[src/rtl/boot_loader_pkg.sv]
// Shared constants for the boot image copier: FSM state encoding and default widths.
package boot_loader_pkg;

    typedef enum logic [1:0] {
        IDLE   = 2'd0,
        FETCH  = 2'd1,
        STORE  = 2'd2,
        FINISH = 2'd3
    } state_t;

    localparam int DEF_ADDR_WIDTH  = 8;
    localparam int DEF_DATA_WIDTH  = 8;
    localparam int DEF_IMAGE_WORDS = 256;

endpackage

[src/rtl/boot_loader_if.sv]
// ROM read port and RAM write port of the boot loader, both req/ack handshakes.
interface boot_loader_if #(
    parameter int ADDR_WIDTH = 8,
    parameter int DATA_WIDTH = 8
);
    logic                  rom_req;
    logic [ADDR_WIDTH-1:0] rom_addr;
    logic                  rom_ack;
    logic [DATA_WIDTH-1:0] rom_data;
    logic                  ram_we;
    logic [ADDR_WIDTH-1:0] ram_addr;
    logic [DATA_WIDTH-1:0] ram_wdata;
    logic                  ram_ack;

    modport master (
        output rom_req, rom_addr, ram_we, ram_addr, ram_wdata,
        input  rom_ack, rom_data, ram_ack
    );

    modport slave (
        input  rom_req, rom_addr, ram_we, ram_addr, ram_wdata,
        output rom_ack, rom_data, ram_ack
    );
endinterface

[src/rtl/boot_loader.sv]
// Copies IMAGE_WORDS words from boot ROM to RAM after the bootstrap start pulse,
// holding the CPU in reset until the last word has been written.
module boot_loader
    import boot_loader_pkg::*;
#(
    parameter int ADDR_WIDTH  = DEF_ADDR_WIDTH,
    parameter int DATA_WIDTH  = DEF_DATA_WIDTH,
    parameter int IMAGE_WORDS = DEF_IMAGE_WORDS,
    parameter int ROM_BASE    = 0,
    parameter int RAM_BASE    = 0
) (
    input  logic           clk,
    input  logic           rst,
    input  logic           start,
    boot_loader_if.master  bus,
    output logic           cpu_rst,
    output logic           busy,
    output logic           done
);

    // One extra index bit so a full 2^ADDR_WIDTH image still reaches its last word.
    localparam int IW = ADDR_WIDTH + 1;
    localparam logic [IW-1:0]         LAST  = IW'(IMAGE_WORDS - 1);
    localparam logic [ADDR_WIDTH-1:0] ROM_B = ADDR_WIDTH'(ROM_BASE);
    localparam logic [ADDR_WIDTH-1:0] RAM_B = ADDR_WIDTH'(RAM_BASE);

    state_t                state;
    logic [IW-1:0]         idx;
    logic [IW-1:0]         idx_nxt;
    logic [DATA_WIDTH-1:0] data_q;

    assign idx_nxt       = idx + IW'(1);
    assign bus.ram_wdata = data_q;

    always_ff @(posedge clk or posedge rst) begin
        if (rst) begin
            state        <= IDLE;
            idx          <= '0;
            data_q       <= '0;
            cpu_rst      <= 1'b1;
            busy         <= 1'b0;
            done         <= 1'b0;
            bus.rom_req  <= 1'b0;
            bus.rom_addr <= '0;
            bus.ram_we   <= 1'b0;
            bus.ram_addr <= '0;
        end else begin
            case (state)
                IDLE: begin
                    if (start) begin
                        if (IMAGE_WORDS == 0) begin
                            state   <= FINISH;
                            cpu_rst <= 1'b0;
                            done    <= 1'b1;
                        end else begin
                            state        <= FETCH;
                            idx          <= '0;
                            busy         <= 1'b1;
                            bus.rom_req  <= 1'b1;
                            bus.rom_addr <= ROM_B;
                        end
                    end
                end
                FETCH: begin
                    if (bus.rom_ack) begin
                        state        <= STORE;
                        data_q       <= bus.rom_data;
                        bus.rom_req  <= 1'b0;
                        bus.ram_we   <= 1'b1;
                        bus.ram_addr <= RAM_B + idx[ADDR_WIDTH-1:0];
                    end
                end
                STORE: begin
                    if (bus.ram_ack) begin
                        bus.ram_we <= 1'b0;
                        if (idx == LAST) begin
                            state   <= FINISH;
                            busy    <= 1'b0;
                            cpu_rst <= 1'b0;
                            done    <= 1'b1;
                        end else begin
                            state        <= FETCH;
                            idx          <= idx_nxt;
                            bus.rom_req  <= 1'b1;
                            bus.rom_addr <= ROM_B + idx_nxt[ADDR_WIDTH-1:0];
                        end
                    end
                end
                FINISH: begin
                    // Terminal until rst.
                    cpu_rst <= 1'b0;
                    done    <= 1'b1;
                end
                default: state <= IDLE;
            endcase
        end
    end

endmodule

[src/flat_wrapper.sv]
// flat-port wrapper written by rule: the top's interface ports become plain ports
module boot_loader_flat import boot_loader_pkg::*;
#(
    parameter int ADDR_WIDTH  = DEF_ADDR_WIDTH,
    parameter int DATA_WIDTH  = DEF_DATA_WIDTH,
    parameter int IMAGE_WORDS = DEF_IMAGE_WORDS,
    parameter int ROM_BASE    = 0,
    parameter int RAM_BASE    = 0
)
  (clk, rst, start, cpu_rst, busy, done, bus_rom_req, bus_rom_addr, bus_ram_we, bus_ram_addr, bus_ram_wdata, bus_rom_ack, bus_rom_data, bus_ram_ack);
  boot_loader_if #(.ADDR_WIDTH(ADDR_WIDTH), .DATA_WIDTH(DATA_WIDTH)) bus_i ();
  input  logic clk;
  input  logic rst;
  input  logic start;
  output logic cpu_rst;
  output logic busy;
  output logic done;
  output wire logic [$bits(bus_i.rom_req)-1:0] bus_rom_req;
  output wire logic [$bits(bus_i.rom_addr)-1:0] bus_rom_addr;
  output wire logic [$bits(bus_i.ram_we)-1:0] bus_ram_we;
  output wire logic [$bits(bus_i.ram_addr)-1:0] bus_ram_addr;
  output wire logic [$bits(bus_i.ram_wdata)-1:0] bus_ram_wdata;
  input wire logic [$bits(bus_i.rom_ack)-1:0] bus_rom_ack;
  input wire logic [$bits(bus_i.rom_data)-1:0] bus_rom_data;
  input wire logic [$bits(bus_i.ram_ack)-1:0] bus_ram_ack;
  assign bus_rom_req = bus_i.rom_req;
  assign bus_rom_addr = bus_i.rom_addr;
  assign bus_ram_we = bus_i.ram_we;
  assign bus_ram_addr = bus_i.ram_addr;
  assign bus_ram_wdata = bus_i.ram_wdata;
  assign bus_i.rom_ack = bus_rom_ack;
  assign bus_i.rom_data = bus_rom_data;
  assign bus_i.ram_ack = bus_ram_ack;
  boot_loader #(.ADDR_WIDTH(ADDR_WIDTH), .DATA_WIDTH(DATA_WIDTH), .IMAGE_WORDS(IMAGE_WORDS), .ROM_BASE(ROM_BASE), .RAM_BASE(RAM_BASE)) u_core (.clk(clk), .rst(rst), .start(start), .bus(bus_i), .cpu_rst(cpu_rst), .busy(busy), .done(done));
endmodule
[config.mk]
export PLATFORM = sky130hd
export DESIGN_NAME = boot_loader_flat
export DESIGN_NICKNAME = d
export VERILOG_FILES = /design/src/rtl/boot_loader_pkg.sv /design/src/rtl/boot_loader_if.sv /design/src/rtl/boot_loader.sv /design/src/flat_wrapper.sv
export SDC_FILE = /design/constraint.sdc
export NUM_CORES = 1
export LEC_CHECK = 0
export ABC_AREA = 1
export BUFFER_PORTS_ARGS = -buffer_cell sky130_fd_sc_hd__buf_2
export CORE_ASPECT_RATIO = 1.1
export CORE_MARGIN = 4
export CORE_UTILIZATION = 35
export CTS_CLUSTER_DIAMETER = 200
export DETAILED_ROUTE_END_ITERATION = 8
export PLACE_DENSITY = 0.61
export SLEW_MARGIN = 0
export SYNTH_ARGS = -nofsm -noshare
export SYNTH_HDL_FRONTEND = slang
export SYNTH_SLANG_ARGS = --single-unit
[constraint.sdc]
create_clock -name clk -period 1.85 [get_ports clk]
set_clock_uncertainty 0.05 [all_clocks]
set_input_delay 0 -clock clk [delete_from_list [all_inputs] [get_ports clk]]
set_output_delay 0 -clock clk [all_outputs]
set_load 0.05 [all_outputs]
# After elaboration in Yosys (flattened, before gate mapping)
# Index checks and enable logic that the tools add are counted.
# totals
reg_bits	40
output_inout_bits	29
word_cells	60
# op_classes
n_addsub	1
eq_ne	9
mux	28
reduce_logical	12
# ops
operator	n
9-bit two-way mux	3
8-bit two-way mux	3
9-bit case mux with 2 select lines	1
8-bit case mux with 2 select lines	1
4-bit AND reduction	3
1-bit two-way mux	10
9-bit by 1-bit adder with 9-bit output, second input constant	1
9-bit by 8-bit equality test with 1-bit output, second input constant	1
2-bit two-way mux	4
2-bit inequality test, second input constant	4
1-bit case mux with 2 select lines	4
2-bit case mux with 3 select lines	1
3-bit AND reduction	2
2-bit nonzero test	3
5-bit AND reduction	1
2-bit equality test, second input constant	2
1-bit case mux with 3 select lines	1
3-bit nonzero test	1
2-bit by 1-bit equality test with 1-bit output, second input constant	1
2-bit logical NOT	1
2-bit by 1-bit inequality test with 1-bit output, second input constant	1
2-bit AND reduction	1

# Depth between registers and ports, before layout
# Gate-level depths: netlist of the first run.
# depth
ltp_word	4
mapped_depth	11
mapped_depth_nobuf	11

# Least setup slack after synthesis of the first run
# OpenSTA, ideal clock, no wires.
# synth_path
path_kind	flip-flop to flip-flop
start	register u_core.bus.rom_addr[0] (netlist name)
end	register u_core.bus.rom_addr[3]
setup_time_ns	0.076
arrival_ns	1.501
t_required_ns	1.724
slack_ns	0.223
stages_incl_launch_ff	11
path_cell_list	dfrtp_1 ha_1 nand3_1 nor2_1 ha_1 nand2_2 nand2_4 nor2_8 buf_8 nand4_1 o21ai_1
# synth_rtl
element	line_no	source
end signal: assignment	boot_loader.sv:85	bus.rom_addr <= ROM_B + idx_nxt[ADDR_WIDTH-1:0];
end: declaration	boot_loader_if.sv:16	output rom_req, rom_addr, ram_we, ram_addr, ram_wdata,

# Worst setup path after layout of the first run
# layout_path
start	register u_core.state[0]
end	register u_core.bus.rom_addr[0]
# layout_via
elab_chain_cells	3
word_cells_on_any_way	8
classes_between	4 x eq/ne; 1 x mux; 3 x reduce/logical
# layout_lines
element	line_no	source
start: declaration	boot_loader.sv:27	state_t state;
start signal: assignment	boot_loader.sv:37	state <= IDLE;
start signal: assignment	boot_loader.sv:52	state <= FINISH;
start signal: assignment	boot_loader.sv:56	state <= FETCH;
2-bit equality test or 2-bit logical NOT (tied branches)	boot_loader.sv:48	case (state)
2-bit inequality test (no source line) or 2-bit nonzero test (tied branches)	-	
4-bit AND reduction (no source line)	-	
# Several ways; a longest one is shown, not always the timed one.
# A chain may end at the register's enable or synchronous reset.

==> reports/metrics.yaml, run 1 <==
path_buf_inv: 2
first_global_vias: 1214
p_leak_nw: 1.07
cts_buffer_depth: 2
yosys_register_bits: 32
grt_max_degree: 20
hold_end: "u_core.bus.ram_we"
min_period_ns: 1.69
hold_path_depth: 5
slew_headroom: 0.588
rr_worst_depth: 8
avgViaCountPerCell: 4.52
start_util: 0.372
worst_pin_slew_ns: 0.618
cts_root_buffer: "clkbuf_8"
cp_data_arrival_time_ns: 1.85
drc_errors: 0
combPwrFrac: 0.512
syn_to_final_growth_pct: 26.0
r2r_end: "u_core.bus.rom_addr[0]"
critPathRequiredTime_ns: 2.01
drt_iter0_markers: 77
vias: 1283
cts_sinks: 32
ys_seq_area_frac: 0.486
fp-row-count: 25
crit_top_cell: "nand2_4"
clk_pin_slew_ns: 0.06
crit_chain: "inv_1, ha_1, inv_2, nand2_4, nand2_4, nor2_8, nand2_1, a21oi_1"
cap_viol_max_count: 0
core_sq_um: 4440
grt_first_pass_wirelength_um: 5340
synth.net_count: 196
overflow: 0
drive_above_1_share: 0.339
syn_area_per_cell_sq_um: 9.38
cts_tree: "yes"
sw_frac_of_total: 0.473
pin_count: 42
status: "finished clean"
port_buffers: 41
ant_nets: 0
netlist_instances: 176
netlist-cell-type-count: 28
crit_type: "flip-flop to flip-flop"
rr_startpoint: "u_core.state[0]"
final_common_cell: "buf_2"
utilization: 0.468
crit_slowest_cell: "dfrtp_1"
crit_path_max_incr_delay_ns: 0.43
timing.fmax_ghz: 0.592
power.switching_mw: 1.43
nets: 249
internal-power_mw: 1.59
vdd_drop_max_uv: 687
dpl.hpwl_um: 2460
slew_viol_final: 0
setup_violations: 0
regToRegSetupSlack_ns: 0.16
hold-worst-slack_ns: 0.113
die_w_um: 73.5
p_seq_frac: 0.323
startpoint_type: "flip-flop"
critPathLaunch: "u_core.state[0]"
worstHoldStart: "bus_rom_ack"
fin_crit_sh: 0.913
htreeDepth: 2
syn_area_sq_um: 1650
grt_antenna_before_repair: 0
dr.pass1.iters: 4
track_usage: 0.118
place_congestion: 0.830
hold_path.class: "input port to flip-flop"
die_y_um: 80.0
finalHoldViolations: 0
diodes: 0
die_area_sq_um: 5880
worstPathMaxFanout: 13
fin_tns_setup_ns: 0
worstSkewPairLatency_ns: 0.28
routed_wl_um: 3300
routedWlPerCell_um: 11.6
cts_buffers: 5
critPathCaptureType: "flip-flop"
critical-path-top-delay-family: "simple AND/OR/NAND/NOR gates"
ys.warnings.count: 0
final_cell_mix: "buf_2 (41), nand2_1 (35), dfrtp_1 (30)"
powerDensity_nw_per_um2: 1450
clockPowerShare: 0.165
[cell usage after synthesis]
cell / count / area share
nand2_1: 36 / 0.082
dfrtp_1: 31 / 0.47
inv_1: 22 / 0.050
o21ai_0: 16 / 0.048
buf_4: 8 / 0.036
mux2_2: 8 / 0.055
nand3_1: 8 / 0.024
ha_1: 7 / 0.053
nand4_1: 7 / 0.027
nor2_1: 6 / 0.014
a21oi_1: 5 / 0.015
nand2_4: 4 / 0.027
nand2_2: 2 / 0.0076
o21ai_1: 2 / 0.0061
buf_2: 1 / 0.0030
buf_6: 1 / 0.0068
buf_8: 1 / 0.0091
clkbuf_1: 1 / 0.0023
clkbuf_8: 1 / 0.0083
dfstp_2: 1 / 0.016
inv_2: 1 / 0.0023
mux2_1: 1 / 0.0068
nor2_8: 1 / 0.012
nor3_1: 1 / 0.0030
o211ai_1: 1 / 0.0045
o22ai_1: 1 / 0.0038
or2_1: 1 / 0.0038
or2_2: 1 / 0.0038
[cell families after synthesis]
family | share of synthesized area
compound gates | 0.0780
fa+ha+maj | 0.0530
buf+inv | 0.118
flops | 0.486
mux | 0.0614
simple gates | 0.204
[how the worst max path moves through the flow]
| stage | end | slack (ns) | depth (start not counted) |
|---|---|---|---|
| 6_report | u_core.bus.rom_addr[0] | 0.16 | 8 |
| 5_1_grt | u_core.busy | -0.01 | 10 |
| 4_1_cts | u_core.busy | 0.05 | 10 |
| 3_5_place_dp | u_core.bus.rom_addr[6] | 0.09 | 11 |
| 3_3_place_gp | u_core.busy | 0.15 | 10 |
| 2_1_floorplan | u_core.bus.rom_addr[3] | 0.22 | 10 |
[final cells by class]
cell class / instances / area, sq um
multi-input combinational: 108 / 664
tap: 54 / 67.6
timing repair buffer: 59 / 378
inverter: 23 / 86.3
clock buffer: 7 / 76.3
clock inverter: 1 / 5.00
fill: 420 / 2360
sequential: 32 / 803
[flip-flops by register name, indices dropped and copies added (netlist names)]
| register | count |
|---|---|
| u_core.bus.ram_we | 1 |
| u_core.bus.ram_addr | 8 |
| u_core.bus.rom_addr | 7 |
| u_core.idx | 2 |
| u_core.busy | 1 |
| u_core.state | 2 |
| u_core.bus.ram_wdata | 8 |
| u_core.done | 1 |
| u_core.cpu_rst | 1 |
| u_core.bus.rom_req | 1 |
[tightest hold or removal path, stage by stage]
cell	delay [ns]
buf_2	0.09
or2_1	0.13
nand3_1	0.07
o21ai_0	0.07
inv_1	0.04
[power by group through the flow]
stage / sequential [mW] / combinational [mW] / clock (mW)
after detailed placement: 0.983 / 1.52 / 0
after floorplan: 1.48 / 0.762 / 0
after global routing: 0.991 / 1.67 / 0.551
after CTS: 0.973 / 1.55 / 0.520
final: 0.974 / 1.54 / 0.497
after global placement: 0.977 / 1.51 / 0
[routing by layer]
| layer | GRT usage | share of wire |
|---|---|---|
| met1 | 0.150 | 0.48 |
| met3 | 0.0390 | 0.077 |
| met2 | 0.181 | 0.43 |
| met5 | 0 | 0 |
| met4 | 0.0489 | 0.011 |
[per-stage QoR]
step | cell area, sq um | worst slack (ns) | power [mW] | instances
floorplan | 1650 | 0.223 | 2.24 | 176
global placement | 1870 | 0.148 | 2.49 | 264
detailed placement | 1870 | 0.0946 | 2.51 | 264
CTS | 2050 | 0.0488 | 3.04 | 282
global route | 2080 | -0.0147 | 3.21 | 284
finish | 2080 | 0.161 | 3.01 | 284
[what timing repair did]
action,4_1_cts,5_1_grt
buffers inserted,0,2
endpoints found under the setup margin,0,7
gates resized for setup,0,5
hold endpoints to repair,21,0
hold buffers,10,0
Power figures use the tool's default switching activity.
==> run 2, diff against run 1 <==
--- a/config.mk
+++ b/config.mk
@@ -5,7 +5,6 @@
 export SDC_FILE = /design/constraint.sdc
 export NUM_CORES = 1
 export LEC_CHECK = 0
-export ABC_AREA = 1
 export BUFFER_PORTS_ARGS = -buffer_cell sky130_fd_sc_hd__buf_2
 export CORE_ASPECT_RATIO = 1.1
 export CORE_MARGIN = 4
@@ -13,6 +12,7 @@
 export CTS_CLUSTER_DIAMETER = 200
 export DETAILED_ROUTE_END_ITERATION = 8
 export PLACE_DENSITY = 0.61
+export REMOVE_ABC_BUFFERS = 1
 export SLEW_MARGIN = 0
 export SYNTH_ARGS = -nofsm -noshare
 export SYNTH_HDL_FRONTEND = slang
==> constraint.sdc (replaced) <==
create_clock -name clk -period 1.6 [get_ports clk]
set_clock_uncertainty 0.05 [all_clocks]
set_input_delay 0 -clock clk [delete_from_list [all_inputs] [get_ports clk]]
set_output_delay 0 -clock clk [all_outputs]
set_load 0.05 [all_outputs]
==> run 2 against run 1 <==
The flow now finishes with violations (negative setup slack). Die area shrank 5.6%. Via count is 0.94% higher. Synthesized area is 6.2% lower. Utilization grew 8.5 points. Total power down 46%. First-iteration DRC count decreased by 68%. Routed wire length grew 14%. Hold slack got worse by 0.092 ns. Largest power group is now sequential cells.
==> reports/metrics.yaml, run 2 <==
pin_count: 42  # unchanged
clk_pin_slew_ns: 0.07  # about the same
netlist_instances: 139  # -21%
die_y_um: 77.8  # -2.8%
drc_errors: 0  # unchanged
crit_slowest_cell: "or4_4"
path_buf_inv: 0  # -2
crit_type: "flip-flop to flip-flop"
port_buffers: 41  # unchanged
worst_pin_slew_ns: 0.405  # -0.213 ns
violations: "negative setup slack"
synth_area_leaders: "dfrtp_1 (50%), mux2_2 (12%), ha_1 (5.7%)"
cts_sinks: 32  # unchanged
synthTopCellsByCount: "dfrtp_1 (31), mux2_2 (16), nand2_1 (12), buf_4 (8)"
dr.pass1.iters: 4  # unchanged
grt_antenna_before_repair: 0  # unchanged
track_usage: 0.137  # +0.0196
dpl.hpwl_um: 2520  # +2.6%
yosys_register_bits: 32  # unchanged
cts_buffer_depth: 2  # unchanged
nets: 240  # -3.6%
vias: 1295  # +0.94%
internal-power_mw: 1.30  # -18%
synthArstFlopShare: 1.00  # unchanged
grt_first_pass_wirelength_um: 6120  # +15%
startpoint_type: "flip-flop"
nFillCells: 383  # -8.8%
synth_top_flop_cell: "dfrtp_1"
hold_path.class: "input port to flip-flop"
worstSkewPairLatency_ns: 0.28  # about the same
ant_nets: 0  # unchanged
finalHoldViolations: 0  # unchanged
grt_max_degree: 33  # +65%
fin_tns_setup_ns: -2.45  # -2.45 ns
cp_data_arrival_time_ns: 2.21  # +0.36 ns
syn_area_per_cell_sq_um: 11.1  # +19%
critPathCaptureType: "flip-flop"
setup_slack_ns: -0.437  # -0.598 ns
critical-path-top-delay-family: "simple AND/OR/NAND/NOR gates"
die_w_um: 71.4  # -2.8%
min_period_ns: 2.04  # +0.348 ns
cts_tree: "yes"
syn_to_final_growth_pct: 53.2
overflow: 0  # unchanged
timing.fmax_ghz: 0.491  # -17%
htreeDepth: 2  # unchanged
syn_area_sq_um: 1550  # -6.2%
setup_violations: 12  # +12
yosysTopAreaCell: "dfrtp_1"
synth_top_area_frac: 0.501  # +0.0311
netlist-cell-type-count: 29  # +3.6%
total_power_mw: 1.62  # -46%
utilization: 0.554  # +0.0854
combPwrFrac: 0.038  # -0.474
fin_crit_sh: 1.27  # +0.360
rsz0062_at_grt: "yes"
yosys.cell_count.top_type: "dfrtp_1"
crit_top_cell: "ha_2"
powerDensity_nw_per_um2: 683  # -53%
crit_path_max_incr_delay_ns: 0.52  # +0.09 ns
final_common_cell: "buf_2"
sw_frac_of_total: 0.199  # -0.274
avgViaCountPerCell: 4.71  # +4.2%
clockPowerShare: 0.464  # +0.299
status: "complete, but fails checks"
drive_above_1_share: 0.579  # +0.240
p_seq_frac: 0.499  # +0.176
ys.warnings.count: 0  # unchanged
p_leak_nw: 1.22  # +14%
cts_root_buffer: "clkbuf_8"
slew_viol_final: 0  # unchanged
ys_seq_area_frac: 0.518  # +0.0322
first_global_vias: 1364  # +12%
vdd_drop_max_uv: 465  # -32%
routedWlPerCell_um: 13.7  # +18%
worstPathMaxFanout: 8  # -5
final_cell_mix: "buf_2 (41), buf_4 (32), dfrtp_1 (31)"
postLayoutCellArea_sq_um: 2370  # +14%
synth_edf_count: 0  # unchanged
cts_buffers: 5  # unchanged
crit_chain: "ha_2, nand3_2, nor2_2, ha_2, nand2b_4, a21o_4, or4_4, a21oi_2"
cap_viol_max_count: 0  # unchanged
slew_headroom: 0.730  # +0.143
drt_iter0_markers: 25  # -68%
die_area_sq_um: 5560  # -5.6%
start_util: 0.361  # -0.0104
diodes: 0  # unchanged
core_sq_um: 4290  # -3.5%
place_congestion: 0.806  # -2.9%
place_area_sq_um: 1960  # +4.6%
power.switching_uw: 323  # -77%
routed_wl_um: 3760  # +14%
fp-row-count: 25  # unchanged
critPathRequiredTime_ns: 1.77  # -0.24 ns
run 2: worst paths after layout:
kind / start / slack [ns] / cells after the start / to
worst max-delay path: u_core.bus.rom_addr[1] / -0.44 / 8 / u_core.idx[7]
worst min-delay path: start / 0.02 / 3 / u_core.busy
worst max register to register: u_core.bus.rom_addr[1] / -0.44 / 8 / u_core.idx[7]
worst min register to register: u_core.done / 0.43 / 1 / u_core.done
max in group asynchronous: rst / 0.88 / 4 / u_core.cpu_rst
min in group asynchronous: rst / 0.30 / 4 / u_core.bus.ram_wdata[4]
run 2: metal layers:
layer	vias up	routed length, um	track usage	share of wire
met5	-	0	0	0
met4	0	63	0.0677	0.017
met3	8	238	0.0285	0.063
met2	42	1920	0.231	0.51
met1	608	1530	0.165	0.41
li1	637	-	-	-
run 2: area by class of cell:
cell class,instances,area (sq um),share of cell area
clock inverters,3,42.5,0.0179
inverters,6,22.5,0.00949
clock buffers,5,68.8,0.0290
multi-input cells,89,767,0.323
well taps,54,67.6,0.0285
flip-flops and latches,32,802,0.338
repair buffers,86,603,0.254
run 2: worst reg2reg max path, cell delays in order, from the launching register on:
cell	delay [ns]
dfrtp_1	0.38
ha_2	0.20
nand3_2	0.08
nor2_2	0.04
ha_2	0.19
nand2b_4	0.14
a21o_4	0.24
or4_4	0.52
a21oi_2	0.14
run 2: power by group through the flow:
stage	registers, mW	logic [mW]	clock network [mW]
floorplan	0.824	0.0148	0
global placement	0.824	0.0401	0
detailed placement	0.824	0.0412	0
CTS	0.809	0.0612	0.780
global route	0.808	0.0690	0.811
finish	0.809	0.0609	0.752
run 2: timing repair:
action	4_1_cts	5_1_grt
gates resized for setup	24	12
endpoints found under the setup margin	28	31
hold buffers	9	0
gates cloned	0	1
buffers inserted	5	5
hold endpoints to repair	39	0
pin swaps	16	8
run 2: cell families after synthesis:
kind of cell,share of synthesized area
and+or+nand+nor,0.128
AOI/OAI and AO/OA,0.0921
buffers and inverters,0.0646
muxes,0.136
xor gates and xnor gates,0.00566
adders and majority gates,0.0565
DFF,0.518
run 2: metrics by stage:
| stage | hold WS (ns) | worst slack [ns] | instances |
|---|---|---|---|
| CTS | 0.0347 | -0.381 | 269 |
| finish | 0.0212 | -0.437 | 275 |
| floorplan | 0.0655 | -0.868 | 127 |
| global placement | 0.0498 | -0.455 | 249 |
| detailed placement | 0.0499 | -0.539 | 249 |
| global route | 0.0483 | -0.503 | 275 |
